File: src/rtl/regfile_pkg.sv
`default_nettype none
// ============================================================================
// Module      : regfile_pkg
// Description : Shared constants and types for the register-file write-back
//               arbiter and its pending-write scoreboard.
//               DATA_W   - write data width
//               ADDR_W   - register address width
//               NUM_REGS - number of architectural registers (2**ADDR_W)
//               CNT_W    - width of each per-register pending counter
//               requester_e - identifies the write-back producer holding
//                             round-robin priority
// Revision    : 1.0 - initial release
// ============================================================================
package regfile_pkg;

    localparam int DATA_W   = 16;
    localparam int ADDR_W   = 3;
    localparam int NUM_REGS = 2 ** ADDR_W;
    localparam int CNT_W    = 2;

    typedef enum logic {
        REQ_ALU = 1'b0,
        REQ_MEM = 1'b1
    } requester_e;

endpackage : regfile_pkg
`default_nettype wire

File: src/rtl/regfile_pending_cnt.sv
`default_nettype none
// ============================================================================
// Module      : regfile_pending_cnt
// Description : Saturating up/down pending-write counter for one register.
//               Simultaneous increment and decrement leave the count alone;
//               an increment at the maximum value and a decrement at zero are
//               both ignored.
// Ports       : clk     - rising-edge clock
//               rst_n   - asynchronous active-low reset (count -> 0)
//               i_inc   - a destination reservation for this register
//               i_dec   - the register file commits this register
//               o_busy  - count is nonzero
//               o_sat   - count is at its maximum value
// Revision    : 1.0 - initial release
// ============================================================================
module regfile_pending_cnt #(
    parameter int CNT_W = regfile_pkg::CNT_W
) (
    input  logic clk,
    input  logic rst_n,
    input  logic i_inc,
    input  logic i_dec,
    output logic o_busy,
    output logic o_sat
);

    logic [CNT_W-1:0] r_count;
    logic             w_sat;
    logic             w_nonzero;

    assign w_sat     = &r_count;
    assign w_nonzero = |r_count;

    always_ff @(posedge clk or negedge rst_n) begin
        if (!rst_n) begin
            r_count <= '0;
        end else if (i_inc && !i_dec && !w_sat) begin
            r_count <= r_count + CNT_W'(1);
        end else if (i_dec && !i_inc && w_nonzero) begin
            r_count <= r_count - CNT_W'(1);
        end
    end

    assign o_busy = w_nonzero;
    assign o_sat  = w_sat;

endmodule : regfile_pending_cnt
`default_nettype wire

File: src/rtl/regfile_wb_arbiter.sv
`default_nettype none
// ============================================================================
// Module      : regfile_wb_arbiter
// Description : Shares the register file's single write port between the ALU
//               and memory-load write-back paths (valid/ready, round-robin)
//               and tracks per-register pending writes for hazard detection.
// Ports       : clk, rst_n             - clock, async active-low reset
//               reserve_valid/_reg     - issue stage claims a destination
//               alu_valid/_reg/_data   - ALU write-back request
//               alu_ready              - ALU request accepted this cycle
//               mem_valid/_reg/_data   - load write-back request
//               mem_ready              - load request accepted this cycle
//               rf_write               - registered RegWrite to register file
//               rf_write_register      - registered write address
//               rf_write_data          - registered write data
//               busy                   - per-register pending-write flags
//               reserve_overflow       - pulse: a reserve hit a saturated count
// Revision    : 1.0 - initial release
// ============================================================================
module regfile_wb_arbiter
    import regfile_pkg::*;
(
    input  logic                clk,
    input  logic                rst_n,
    input  logic                reserve_valid,
    input  logic [ADDR_W-1:0]   reserve_reg,
    input  logic                alu_valid,
    output logic                alu_ready,
    input  logic [ADDR_W-1:0]   alu_reg,
    input  logic [DATA_W-1:0]   alu_data,
    input  logic                mem_valid,
    output logic                mem_ready,
    input  logic [ADDR_W-1:0]   mem_reg,
    input  logic [DATA_W-1:0]   mem_data,
    output logic                rf_write,
    output logic [ADDR_W-1:0]   rf_write_register,
    output logic [DATA_W-1:0]   rf_write_data,
    output logic [NUM_REGS-1:0] busy,
    output logic                reserve_overflow
);

    requester_e          r_prio;
    logic                r_rf_write;
    logic [ADDR_W-1:0]   r_rf_write_register;
    logic [DATA_W-1:0]   r_rf_write_data;
    logic                r_reserve_overflow;

    logic                w_grant;
    logic [ADDR_W-1:0]   w_sel_reg;
    logic [DATA_W-1:0]   w_sel_data;
    logic [NUM_REGS-1:0] w_drop;

    // ------------------------------------------------------------------
    // Arbiter: a lone request always wins; under contention the holder
    // of prio wins. Ready is purely combinational from the valids.
    // ------------------------------------------------------------------
    assign alu_ready  = alu_valid & (~mem_valid | (r_prio == REQ_ALU));
    assign mem_ready  = mem_valid & (~alu_valid | (r_prio == REQ_MEM));
    assign w_grant    = alu_ready | mem_ready;
    assign w_sel_reg  = alu_ready ? alu_reg  : mem_reg;
    assign w_sel_data = alu_ready ? alu_data : mem_data;

    always_ff @(posedge clk or negedge rst_n) begin
        if (!rst_n) begin
            r_prio              <= REQ_ALU;
            r_rf_write          <= 1'b0;
            r_rf_write_register <= '0;
            r_rf_write_data     <= '0;
        end else if (w_grant) begin
            // Register 0 is hard-wired: the handshake completes and prio
            // rotates, but the write enable stays low.
            r_rf_write          <= |w_sel_reg;
            r_rf_write_register <= w_sel_reg;
            r_rf_write_data     <= w_sel_data;
            r_prio              <= alu_ready ? REQ_MEM : REQ_ALU;
        end else begin
            r_rf_write          <= 1'b0;
        end
    end

    // ------------------------------------------------------------------
    // Pending-write scoreboard. The decrement is taken from the registered
    // write enable, so busy drops on the same edge the register file
    // captures the data.
    // ------------------------------------------------------------------
    assign busy[0]   = 1'b0;
    assign w_drop[0] = 1'b0;

    for (genvar i = 1; i < NUM_REGS; i++) begin : g_cnt
        logic w_inc;
        logic w_dec;
        logic w_sat;

        assign w_inc     = reserve_valid && (reserve_reg == ADDR_W'(i));
        assign w_dec     = r_rf_write && (r_rf_write_register == ADDR_W'(i));
        // A reserve coinciding with a commit nets to no change, so it is
        // never dropped even at saturation.
        assign w_drop[i] = w_inc & ~w_dec & w_sat;

        regfile_pending_cnt #(
            .CNT_W (CNT_W)
        ) u_cnt (
            .clk    (clk),
            .rst_n  (rst_n),
            .i_inc  (w_inc),
            .i_dec  (w_dec),
            .o_busy (busy[i]),
            .o_sat  (w_sat)
        );
    end : g_cnt

    always_ff @(posedge clk or negedge rst_n) begin
        if (!rst_n) begin
            r_reserve_overflow <= 1'b0;
        end else begin
            r_reserve_overflow <= |w_drop;
        end
    end

    assign rf_write          = r_rf_write;
    assign rf_write_register = r_rf_write_register;
    assign rf_write_data     = r_rf_write_data;
    assign reserve_overflow  = r_reserve_overflow;

endmodule : regfile_wb_arbiter
`default_nettype wire

File: config.mk
export PLATFORM = sky130hd
export DESIGN_NAME = regfile_wb_arbiter
export DESIGN_NICKNAME = d
export VERILOG_FILES = /design/src/rtl/regfile_pkg.sv /design/src/rtl/regfile_pending_cnt.sv /design/src/rtl/regfile_wb_arbiter.sv
export SDC_FILE = /design/constraint.sdc
export NUM_CORES = 1
export LEC_CHECK = 0
export CAP_MARGIN = 15
export CELL_PAD_IN_SITES_DETAIL_PLACEMENT = 0
export CELL_PAD_IN_SITES_GLOBAL_PLACEMENT = 1
export CORE_MARGIN = 2
export CORE_UTILIZATION = 23
export CTS_CLUSTER_SIZE = 28
export DETAILED_ROUTE_END_ITERATION = 8
export PLACE_DENSITY_LB_ADDON = 0.1
export SETUP_SLACK_MARGIN = 0.1
export SLEW_MARGIN = 15
export SYNTH_ARGS = -nofsm -noshare
export SYNTH_HDL_FRONTEND = slang
export SYNTH_SLANG_ARGS = --single-unit
export TNS_END_PERCENT = 50
File: constraint.sdc
create_clock -name clk -period 1.6 [get_ports clk]
set_input_delay 0.24 -clock clk [delete_from_list [all_inputs] [get_ports clk]]
set_output_delay 0.24 -clock clk [all_outputs]
set_load 0.01 [all_outputs]
==> results.md <==
- In this run the power spent charging and discharging nets is 0.9161 mW.
- The starting utilization of the core area is 0.2394.
- IR analysis of the VDD net gives a maximum drop of 0.0002671 V.
- The predominant post-synthesis flop cell is sky130_fd_sc_hd__dfrtp_1.
- The die covers 0.009948 mm^2.
- The number of placed instances, taps included, is 428.
- The die span in y is 99.74 um.
- The data required time of the critical path is 1360 ps.
- During synthesis, Yosys emitted a total of 0 warnings.
- STA classifies the critical path endpoint as a primary output.
- The arrival time of data at the critical path endpoint is 1230 ps.
- The worst min-delay path class is in2async.
- The tool flagged a number of max-cap violations equal to 0.
- The number of buffers added by the clock tree synthesis step is 5.
- The floorplan step defined a core boundary enclosing 0.008806 mm^2.
- Counting along the longest clock path gives a buffer depth of 2.
- The clock insertion delay at the later pin of the skew report is 290 ps.
- The cell area after technology mapping is 0.002108 mm^2.
- The total wire length after detailed routing is 5939 um.
- Power spread over the standard cell area amounts to 916.5 mW/mm^2.
- STA classifies the critical path startpoint as a flip-flop.
- The post-layout worst setup margin is 128.8 ps.
- The area growth from synthesis to layout is 48.55%.
- The synthesized design contains 0 enable-type register cells.
- The cell type with the highest aggregate area in the netlist is sky130_fd_sc_hd__dfrtp_1.
- The global-route wire length before repair is 9977 um.
- Counting every sink on the clock net gives 36.
- Clock-pin slew was measured on the worst setup and hold paths at 80 ps.
- The tree is rooted in a sky130_fd_sc_hd__clkbuf_8.
- The cell internal power dissipation is 1.954 mW.
- The number of violations reported at the end of detailed-routing iteration 0 is 54.
- The final routed wire length divided by cell count is 13.32 um.
- The critical path start-end classification is reg2out.
- The run finished, with violations left.
- Dividing the final minimum period by the clock period gives 0.9195.
- In this run the critical register-to-register path is launched from rf_write_register[2]$_DFFE_PN0P_.
- Tracing the worst setup path back leads to its startpoint at g_cnt[2].u_cnt.r_count[1]$_DFFE_PN0P_.
- Entering global routing, the biggest net connects 42 pins.
- Yosys attributes the largest share of cell area to sky130_fd_sc_hd__dfrtp_1, sky130_fd_sc_hd__o22ai_1, sky130_fd_sc_hd__a21oi_1, sky130_fd_sc_hd__nor2_1, sky130_fd_sc_hd__a31oi_1.
- The worst register-to-register path has a depth of 4.
- The die span in x is 99.74 um.
- At the end of the flow, the number of nets in the layout was 384.
- 77 I/O pins were placed.
- Summed over all cells, the static leakage comes to 1.338 nW.
- The final reports fail on negative hold slack.
- In this run, synthesis produced a sequential element count of 36.
- The share of power burned in combinational logic is 0.375.
- The net count of the mapped netlist is 294.
- The number of DRC violations after detailed routing is 0.
- The post-placement setup slack is -195.8 ps.
- The number of core rows is 34.
- The via count of the first global-routing pass is 2071.
- Subtracting the final worst setup slack from the clock period gives 1471 ps.
- For this run, the share of the core covered by cells in the final layout is 0.3556.
- In this run the critical register-to-register path is captured at reserve_overflow$_DFF_PN0_.
- For this design, the CTS-stage hold fixing added 0 buffers.
- In this run the number of H-tree levels came out at 2.
- Hold timing on the final database bottoms out at a slack of -10.99 ps.
- The power share of the clock group is 0.218.
- The placed wire-length estimate is 4155 um.
- The number of unique standard cell types used by synthesis is 31.
- The worst setup skew after layout is 5.376 ps.
- After the flow finishes, the layout carries non-filler instances totaling 446.
- For this run, the detailed router's first-pass iteration total came to 4.
- Of the total power, registers draw 0.408.
- The remaining global-route overflow is 0.
- Setup repair after global routing could not meet its margin everywhere.
- The count of endpoints failing hold in the final timing report came to 6.
- In this run the remaining antenna-violating nets after routing total 0.
- The switching power as a share of total power is 0.3191.
- The initial antenna violation count is 0.
- The worst-case register-to-register setup slack is 200 ps.
- In the final layout, the share of cells above drive strength 1 is 0.1686.
- The vias per cell is 4.554.
- The detailed-route via count is 2031.
- The number of max-slew violations in the final report is 0.
- For this run, asynchronously set or reset flops after synthesis account for 1.000.
- The largest fanout on the critical path is 6.
- The antenna diode count is 0.
- The number of port buffers is 75.
- Setup violations remaining at the end of the flow were counted as 0.
- TritonCTS built the clock tree.
- The congestion estimate from routability-driven global placement came to 0.7097.
- The portion of synthesized cell area occupied by the leading cell type is 0.4273.
- For this run, the total global-route usage over all layers was measured as 0.1267.
- The synthesized instance count is 248.
- The timing endpoint of the critical path is busy[2].
- The mean area per synthesized cell is 8.501 um^2.
- For this run, the register share of the synthesized area comes to 0.4273.
- Derived from the worst setup path, the maximum achievable clock frequency is 679.7 MHz.
cell families after synthesis:
family	after synthesis	synth area share
AND/OR/NAND/NOR	100	0.2665
other	1	0.001779
AO/OA/AOI/OAI	72	0.2006
multiplexers	4	0.01899
buffers and inverters	35	0.08486
flip-flops	36	0.4273
cells in the mapped netlist, types with 4 or more instances:
library cell	n
sky130_fd_sc_hd__buf_4	11
sky130_fd_sc_hd__or2_2	7
sky130_fd_sc_hd__nand2b_1	4
sky130_fd_sc_hd__a21oi_1	28
sky130_fd_sc_hd__o22ai_1	23
sky130_fd_sc_hd__dfrtp_1	36
sky130_fd_sc_hd__buf_2	5
sky130_fd_sc_hd__nor2_1	33
sky130_fd_sc_hd__a31oi_1	16
sky130_fd_sc_hd__nand2_1	11
sky130_fd_sc_hd__mux2i_1	4
sky130_fd_sc_hd__nand4b_1	5
sky130_fd_sc_hd__inv_1	15
sky130_fd_sc_hd__nor3_1	9
sky130_fd_sc_hd__and4bb_2	4
sky130_fd_sc_hd__nor2b_1	13
metrics by stage:
stage | area (um^2) | setup TNS, ps | power (mW)
6_report | 3132 | 0 | 2.870
5_1_grt | 3132 | 0 | 3.108
4_1_cts | 3120 | 0 | 2.903
3_5_place_dp | 2990 | -3200 | 2.235
3_3_place_gp | 2990 | -2644 | 2.232
2_1_floorplan | 2108 | 0 | 1.764
registers in the layout (all words and copies together), names as in the netlist:
| register | count |
|---|---|
| g_cnt.u_cnt.r_count | 14 |
| rf_write_data | 16 |
| rf_write_register | 3 |
| rf_write | 1 |
| reserve_overflow | 1 |
| r_prio | 1 |
cell type report:
class	count	area (um^2)
fillers	926	5674
multi-input cells	177	1028
repair buffers	102	923.4
flip-flops and latches	36	907.1
well taps	108	135.1
clock buffers	6	72.57
inverters	16	60.06
clock inverters	1	5.005
power by group through the flow:
stage | sequential, mW | clock [mW] | combinational [mW]
floorplan | 1.23 | 0 | 0.534
global placement | 1.22 | 0 | 1.01
detailed placement | 1.22 | 0 | 1.01
CTS | 1.18 | 0.666 | 1.06
global route | 1.19 | 0.715 | 1.20
finish | 1.17 | 0.624 | 1.08
worst min path at each step:
stage                     startpoint                                    end
final                          rst_n           rf_write_data[8]$_DFFE_PN0P_
after global routing           rst_n           rf_write_data[8]$_DFFE_PN0P_
after CTS                      rst_n           rf_write_data[8]$_DFFE_PN0P_
after detailed placement       rst_n           rf_write_data[8]$_DFFE_PN0P_
after global placement         rst_n           rf_write_data[8]$_DFFE_PN0P_
after floorplan                rst_n  g_cnt[1].u_cnt.r_count[0]$_DFFE_PN0P_
worst max-delay path, stage by stage, from the launching register on:
cell	delay, ps
sky130_fd_sc_hd__dfrtp_1	430
sky130_fd_sc_hd__or2_2	290
sky130_fd_sc_hd__clkdlybuf4s15_1	230
layer usage:
metal	track usage	vias up	wire length (um)
met2	0.2017	51	2618
met3	0.02952	6	289
li1	-	1053	-
met4	0.04426	0	85
met5	0	-	0
met1	0.1690	921	2946
cells in the final DEF, fill, tap and decap left out, types with 2 or more instances in the layout:
cell,n
sky130_fd_sc_hd__nand2_1,11
sky130_fd_sc_hd__dfrtp_1,31
sky130_fd_sc_hd__inv_1,15
sky130_fd_sc_hd__a31oi_1,16
sky130_fd_sc_hd__and4b_1,2
sky130_fd_sc_hd__nand4_1,3
sky130_fd_sc_hd__nor3_1,9
sky130_fd_sc_hd__a21oi_1,28
sky130_fd_sc_hd__nor2b_1,13
sky130_fd_sc_hd__nand3_1,3
sky130_fd_sc_hd__clkbuf_2,3
sky130_fd_sc_hd__dfrtp_2,5
sky130_fd_sc_hd__o21ai_0,3
sky130_fd_sc_hd__nand4b_1,5
sky130_fd_sc_hd__nor2_1,33
sky130_fd_sc_hd__dlygate4sd2_1,8
sky130_fd_sc_hd__nand2b_1,4
sky130_fd_sc_hd__clkbuf_8,5
sky130_fd_sc_hd__clkdlybuf4s15_1,4
sky130_fd_sc_hd__buf_4,27
sky130_fd_sc_hd__clkdlybuf4s50_1,59
sky130_fd_sc_hd__or2_2,7
sky130_fd_sc_hd__o22ai_1,23
sky130_fd_sc_hd__and4bb_2,4
sky130_fd_sc_hd__mux2i_1,4
repair_timing:
| action | 4_1_cts | 5_1_grt |
|---|---|---|
| setup endpoints to repair | 13 | 8 |
| cloned | 0 | 0 |
| buffers inserted | 8 | 3 |
| resized for setup | 24 | 6 |
Note: power is estimated with default switching activity, not from simulation.
